## src/rtl/cp0_irq_pkg.sv

```systemverilog
// Shared CP0 interrupt-controller constants: register map, STATUS/CAUSE field
// positions and the handler-vector stride.
package cp0_irq_pkg;

    typedef enum logic [1:0] {
        CP0_STATUS = 2'd0,
        CP0_CAUSE  = 2'd1,
        CP0_EPC    = 2'd2,
        CP0_RSVD   = 2'd3
    } cp0_addr_e;

    localparam int STATUS_IE_BIT   = 0;
    localparam int STATUS_MASK_LSB = 1;
    localparam int CAUSE_IDX_LSB   = 27;
    localparam int IDX_W           = 5;
    localparam int VEC_SHIFT       = 3;

endpackage

```

## src/rtl/irq_prio_enc.sv

```systemverilog
// Fixed-priority encoder: lowest asserted request index wins (index 0 highest).
// Purely combinational.
module irq_prio_enc
    import cp0_irq_pkg::*;
#(
    parameter int NUM_SRC = 3
) (
    input  logic [NUM_SRC-1:0] req,
    output logic               valid,
    output logic [IDX_W-1:0]   idx
);

    always_comb begin
        valid = |req;
        idx   = '0;
        // Scan downwards so the last hit is the lowest index.
        for (int i = NUM_SRC - 1; i >= 0; i--) begin
            if (req[i]) idx = IDX_W'(i);
        end
    end

endmodule

```

## src/rtl/cp0_irq_ctrl.sv

```systemverilog
// CP0 exception controller: edge-latched requests, STATUS/CAUSE/EPC registers, EPC stack.
// NESTED_EXP_EN enables preemption by higher-priority sources with a NEST_DEPTH-deep stack.
module cp0_irq_ctrl
    import cp0_irq_pkg::*;
#(
    parameter int          NUM_SRC    = 3,
    parameter int          PC_W       = 32,
    parameter logic [31:0] VEC_BASE   = 32'h0000_0800,
    parameter int          NEST_DEPTH = 4
) (
    input  logic               clk,
    input  logic               reset,
    input  logic [NUM_SRC-1:0] exp_src,
    input  logic [PC_W-1:0]    pc_in,
    input  logic               instr_done,
    input  logic               eret,
    input  logic               mtc0_we,
    input  logic [1:0]         mtc0_addr,
    input  logic [31:0]        mtc0_data,
    input  logic [1:0]         mfc0_addr,
    output logic [31:0]        mfc0_data,
    output logic               exp_take,
    output logic [PC_W-1:0]    exp_vec,
    output logic               eret_take,
    output logic [PC_W-1:0]    epc,
    output logic               in_handler,
    output logic [NUM_SRC-1:0] pending
);

`ifdef NESTED_EXP_EN
    localparam int STK_D = NEST_DEPTH;
`else
    localparam int STK_D = 1;
`endif
    localparam int SP_W  = $clog2(STK_D + 1);
    localparam int PTR_W = (STK_D > 1) ? $clog2(STK_D) : 1;

    logic [NUM_SRC-1:0] prev_q, prev_d;
    logic [NUM_SRC-1:0] pend_q, pend_d;
    logic [NUM_SRC:0]   status_q, status_d;
    logic [PC_W-1:0]    epc_stk_q [STK_D];
    logic [PC_W-1:0]    epc_stk_d [STK_D];
    logic [IDX_W-1:0]   idx_stk_q [STK_D];
    logic [IDX_W-1:0]   idx_stk_d [STK_D];
    logic [SP_W-1:0]    sp_q, sp_d;

    logic               ie;
    logic [NUM_SRC-1:0] enabled;
    logic               sel_vld;
    logic [IDX_W-1:0]   sel_idx;
    logic [PTR_W-1:0]   top_ptr;
    logic [PTR_W-1:0]   push_ptr;
    logic [IDX_W-1:0]   act_idx;
    logic               take_allowed;
    logic [NUM_SRC-1:0] clr;

    assign ie      = status_q[STATUS_IE_BIT];
    assign enabled = pend_q & status_q[NUM_SRC:STATUS_MASK_LSB];

    irq_prio_enc #(.NUM_SRC(NUM_SRC)) u_prio (
        .req   (enabled),
        .valid (sel_vld),
        .idx   (sel_idx)
    );

    // With an empty stack the top pointer rests on entry 0, so EPC and the
    // active index keep showing the last handler's values after it returns.
    assign in_handler = (sp_q != '0);
    assign top_ptr    = in_handler ? PTR_W'(sp_q - SP_W'(1)) : '0;
    assign push_ptr   = PTR_W'(sp_q);
    assign act_idx    = idx_stk_q[top_ptr];
    assign epc        = epc_stk_q[top_ptr];
    assign pending    = pend_q;

`ifdef NESTED_EXP_EN
    assign take_allowed = ~in_handler | ((sp_q < SP_W'(STK_D)) & (sel_idx < act_idx));
`else
    assign take_allowed = ~in_handler;
`endif

    // eret outranks a coincident take; the request stays pending for a later retire.
    assign eret_take = eret & in_handler;
    assign exp_take  = instr_done & ie & sel_vld & take_allowed & ~eret_take;
    assign exp_vec   = PC_W'(VEC_BASE) + (PC_W'(sel_idx) << VEC_SHIFT);

    always_comb begin
        mfc0_data = '0;
        case (cp0_addr_e'(mfc0_addr))
            CP0_STATUS: mfc0_data = 32'(status_q);
            CP0_CAUSE: begin
                mfc0_data[NUM_SRC-1:0]                = pend_q;
                mfc0_data[CAUSE_IDX_LSB +: IDX_W]     = act_idx;
            end
            CP0_EPC:    mfc0_data = 32'(epc);
            default:    mfc0_data = '0;
        endcase
    end

    always_comb begin
        prev_d    = exp_src;
        clr       = exp_take ? (NUM_SRC'(1) << sel_idx) : '0;
        // A fresh edge on the source being cleared keeps it pending.
        pend_d    = (pend_q & ~clr) | (exp_src & ~prev_q);
        status_d  = status_q;
        epc_stk_d = epc_stk_q;
        idx_stk_d = idx_stk_q;
        sp_d      = sp_q;

        if (mtc0_we && cp0_addr_e'(mtc0_addr) == CP0_STATUS)
            status_d = mtc0_data[NUM_SRC:0];
        if (mtc0_we && cp0_addr_e'(mtc0_addr) == CP0_EPC)
            epc_stk_d[top_ptr] = PC_W'(mtc0_data);

        if (exp_take) begin
            epc_stk_d[push_ptr] = pc_in + PC_W'(4);
            idx_stk_d[push_ptr] = sel_idx;
            sp_d                = sp_q + SP_W'(1);
        end else if (eret_take) begin
            sp_d = sp_q - SP_W'(1);
        end
    end

    always_ff @(posedge clk) begin
        if (reset) begin
            prev_q   <= '0;
            pend_q   <= '0;
            status_q <= '0;
            sp_q     <= '0;
            for (int i = 0; i < STK_D; i++) begin
                epc_stk_q[i] <= '0;
                idx_stk_q[i] <= '0;
            end
        end else begin
            prev_q    <= prev_d;
            pend_q    <= pend_d;
            status_q  <= status_d;
            sp_q      <= sp_d;
            epc_stk_q <= epc_stk_d;
            idx_stk_q <= idx_stk_d;
        end
    end

endmodule

```

## config.mk

```make
export PLATFORM = sky130hd
export DESIGN_NAME = cp0_irq_ctrl
export DESIGN_NICKNAME = d
export VERILOG_FILES = /design/src/rtl/cp0_irq_pkg.sv /design/src/rtl/irq_prio_enc.sv /design/src/rtl/cp0_irq_ctrl.sv
export SDC_FILE = /design/constraint.sdc
export NUM_CORES = 1
export LEC_CHECK = 0
export BUFFER_PORTS_ARGS = -buffer_cell sky130_fd_sc_hd__clkbuf_2
export CELL_PAD_IN_SITES_DETAIL_PLACEMENT = 0
export CELL_PAD_IN_SITES_GLOBAL_PLACEMENT = 1
export CORE_ASPECT_RATIO = 0.9
export CORE_UTILIZATION = 32
export CTS_CLUSTER_SIZE = 40
export DETAILED_ROUTE_END_ITERATION = 8
export PLACE_DENSITY = 0.85
export SYNTH_ARGS = -nofsm -noshare
export SYNTH_HDL_FRONTEND = slang
export SYNTH_SLANG_ARGS = --single-unit
```

## constraint.sdc

```tcl
create_clock -name clk -period 3.25 [get_ports clk]
set_clock_uncertainty 0.15 [all_clocks]
set_input_delay 0.65 -clock clk [delete_from_list [all_inputs] [get_ports clk]]
set_output_delay 0.65 -clock clk [all_outputs]
set_load 0.03 [all_outputs]
```

==> impl_metrics.yaml <==
synthesis:
  synth_top_cells_by_count: "77 x nand2_1, 45 x dfxtp_1, 30 x buf_4"
  ys.flop_type: "dfxtp_1"
  synth_top_area_share: 0.290
  synth.largest_area_cell: "dfxtp_1"
  ys_seq_elements: 45
  yosysWarningCount: 0
  syn_inst: 412
  netlist_top_cells_area: "dfxtp_1 29%, nand2_1 9.3%, buf_4 7.3%"
  synth_cell_types: 49
  synth.avg_cell_area_sq_um: 7.53
  synth.most_common_cell: "nand2_1"
  synthArstFlopShare: 0
  synthesis.area_sq_um: 3100
  seq_area_frac_synth: 0.290
  synth-edff-count: 0
clock_tree:
  root_buffer: "clkbuf_8"
  numCtsBuffers: 5
  hold_buffers: 0
  clk_path_buf_depth: 2
  cts_tree: "done"
  clkSinkCount: 45
  cts.htree.levels: 2
  post_cts_resized: 0
  cts_setup_buffers: 0
  clock_latency_ps: 300
  path_clk_slew_ps: 90
critical_path:
  path_buf_inv: 2
  critical_path.max_fanout: 20
  crit_chain: "a222oi_1 > nand2b_2 > clkinv_1 > clkbuf_2"
  cp-end-kind: "output port"
  cpLargestDelayFamily: "buffers and inverters"
  slowest_stage: "nand2b_2"
  r2r_start: "pending[1]"
  startpoint: "pending[1]"
  critPathLaunchType: "flop"
  worstSetupPathType: "reg2out"
  critPathRequiredTime_ps: 2450
  cpPeakStageDelay_ps: 420
  worstPathArrival_ps: 1900
sta:
  fin_setup_tns_ps: 0
  tightest_slew_ps: 971
  min_period_ps: 2700
  rsz0062_at_grt: "no"
  hold_violations: 0
  min_period_over_period: 0.831
  final_max_slew_viol_count: 0
  fmax_mhz: 370
  maxSlewHeadroom: 0.353
  setup_viol: 0
placement:
  post-place-cells: 662
  hpwl_um: 7430
  port_buffers: 147
  gp_congestion: 0.920
global_routing:
  grt_pass1_vias: 3059
  grt_max_degree: 46
  grt-ovfl-total: 0
  grt_pass1_wl_um: 15500
  globalRouteTotalUtil: 0.195
  antenna_found_initial: 0
floorplanning:
  io_pins: 178
  coreArea_sq_um: 9250
  rows: 33
  die_h_um: 95.4
  dieArea_sq_um: 10100
  initial_utilization: 0.335
  die_x_um: 106
final_layout:
  antenna_cells: 0
  layout-drive-gt1-share: 0.341
  area_growth_pct: 27.7
  nets: 628
  final_cells: 670
drt:
  firstDrtPassIters: 5
  avgViaCountPerCell: 5.15
  wl_um: 10000
  vias: 3449
  ant_nets: 0
  route.detailed.drc: 0
  drtIter0Drc: 208
  wire_per_inst_um: 15.0
power_and_ir_drop:
  power_density_nw_per_um2: 333
  power.leakage_nw: 1.78
  peakVddDrop_mv: 0.248
outcome:
  outcome: "finished clean"
hold_path:
  hold_start: "idx_stk_q[1]"
  hp-class: "reg2reg"
run:
  cap_violations: 0
## final timing paths
| path | end | slack [ps] | depth (start not counted) |
|---|---|---|---|
| setup / recovery | exp_take | 550 | 4 |
| hold reg to reg | idx_stk_q[1] | 310 | 2 |
| setup reg to reg | epc_stk_q[21] | 1050 | 5 |
| hold / removal | idx_stk_q[1] | 310 | 2 |
## sequential cells by signal, summed over array words and instances, names as in the netlist
register    count
epc_stk_q      32
idx_stk_q       2
in_handler      1
pending         3
prev_q          3
status_q        4
## per-stage QoR
| step | hold slack [ps] | cell area (sq um) | worst slack, ps | util | total power, mW |
|---|---|---|---|---|---|
| floorplan | 286 | 3210 | 758 | - | 0.807 |
| global placement | 298 | 3850 | 683 | 0.416 | 0.894 |
| detailed placement | 300 | 3850 | 652 | 0.416 | 0.896 |
| CTS | 314 | 3960 | 546 | 0.428 | 1.34 |
| global route | 340 | 3960 | 370 | 0.428 | 1.39 |
| finish | 313 | 3960 | 549 | 0.428 | 1.32 |
## layout by cell type (no fill, tap or decap), types with 2 or more instances in the layout
cell	netlist	final
clkbuf_2	0	147
nand2_1	77	77
dfxtp_1	45	45
conb_1	2	30
and2_1	28	28
nor2_1	21	21
a31oi_1	15	15
a21oi_1	14	14
nand4_1	13	13
a31o_2	13	13
xnor2_1	11	11
and3_1	11	11
buf_4	30	10
nor2b_1	8	8
nand3_1	8	8
nor4_1	9	8
inv_1	6	6
a311oi_1	6	6
a211o_1	6	6
or4_1	6	6
mux2i_1	5	5
o31ai_1	5	5
ha_1	5	5
clkbuf_8	0	5
and3b_1	4	4
a222oi_1	4	4
a211oi_1	4	4
nor3_1	3	3
or3_1	3	3
a22oi_1	2	2
o21ai_0	2	2
nand4_2	2	2
## where the power goes
part	total (mW)	internal [mW]	switching [mW]
Combinational	0.293	0.0948	0.199
Sequential	0.590	0.571	0.0188
Clock	0.438	0.230	0.207
## cell families after synthesis
logic type / synth area share
simple gates: 0.340
compound gates: 0.182
buf+inv: 0.116
flops: 0.290
xor+xnor: 0.0339
fa+ha+maj: 0.0202
mux: 0.0161
other cells: 0.00242
## worst reg2reg max path, stage by stage (launching register included)
cell	delay (ps)
dfxtp_1	380
a222oi_1	340
nand2b_2	420
buf_4	440
a31oi_1	150
and3_1	230
## cell type report
class | instances | area (sq um)
Clock inverter | 3 | 46.3
Fill cell | 991 | 5290
Clock buffer | 5 | 68.8
Timing Repair Buffer | 157 | 811
Tap cell | 122 | 153
Multi-Input combinational cell | 331 | 1960
Sequential cell | 45 | 901
Inverter | 7 | 26.3
## layer usage
| metal | GRT usage | wire [um] | vias up | part of all wire |
|---|---|---|---|---|
| li1 | - | - | 1672 | - |
| met1 | 0.255 | 4700 | 1602 | 0.47 |
| met2 | 0.334 | 4460 | 166 | 0.45 |
| met3 | 0.0349 | 752 | 9 | 0.075 |
| met4 | 0.0451 | 97 | 0 | 0.0097 |
| met5 | 0 | 0 | - | 0 |
Note: power is estimated with default switching activity, not from simulation.
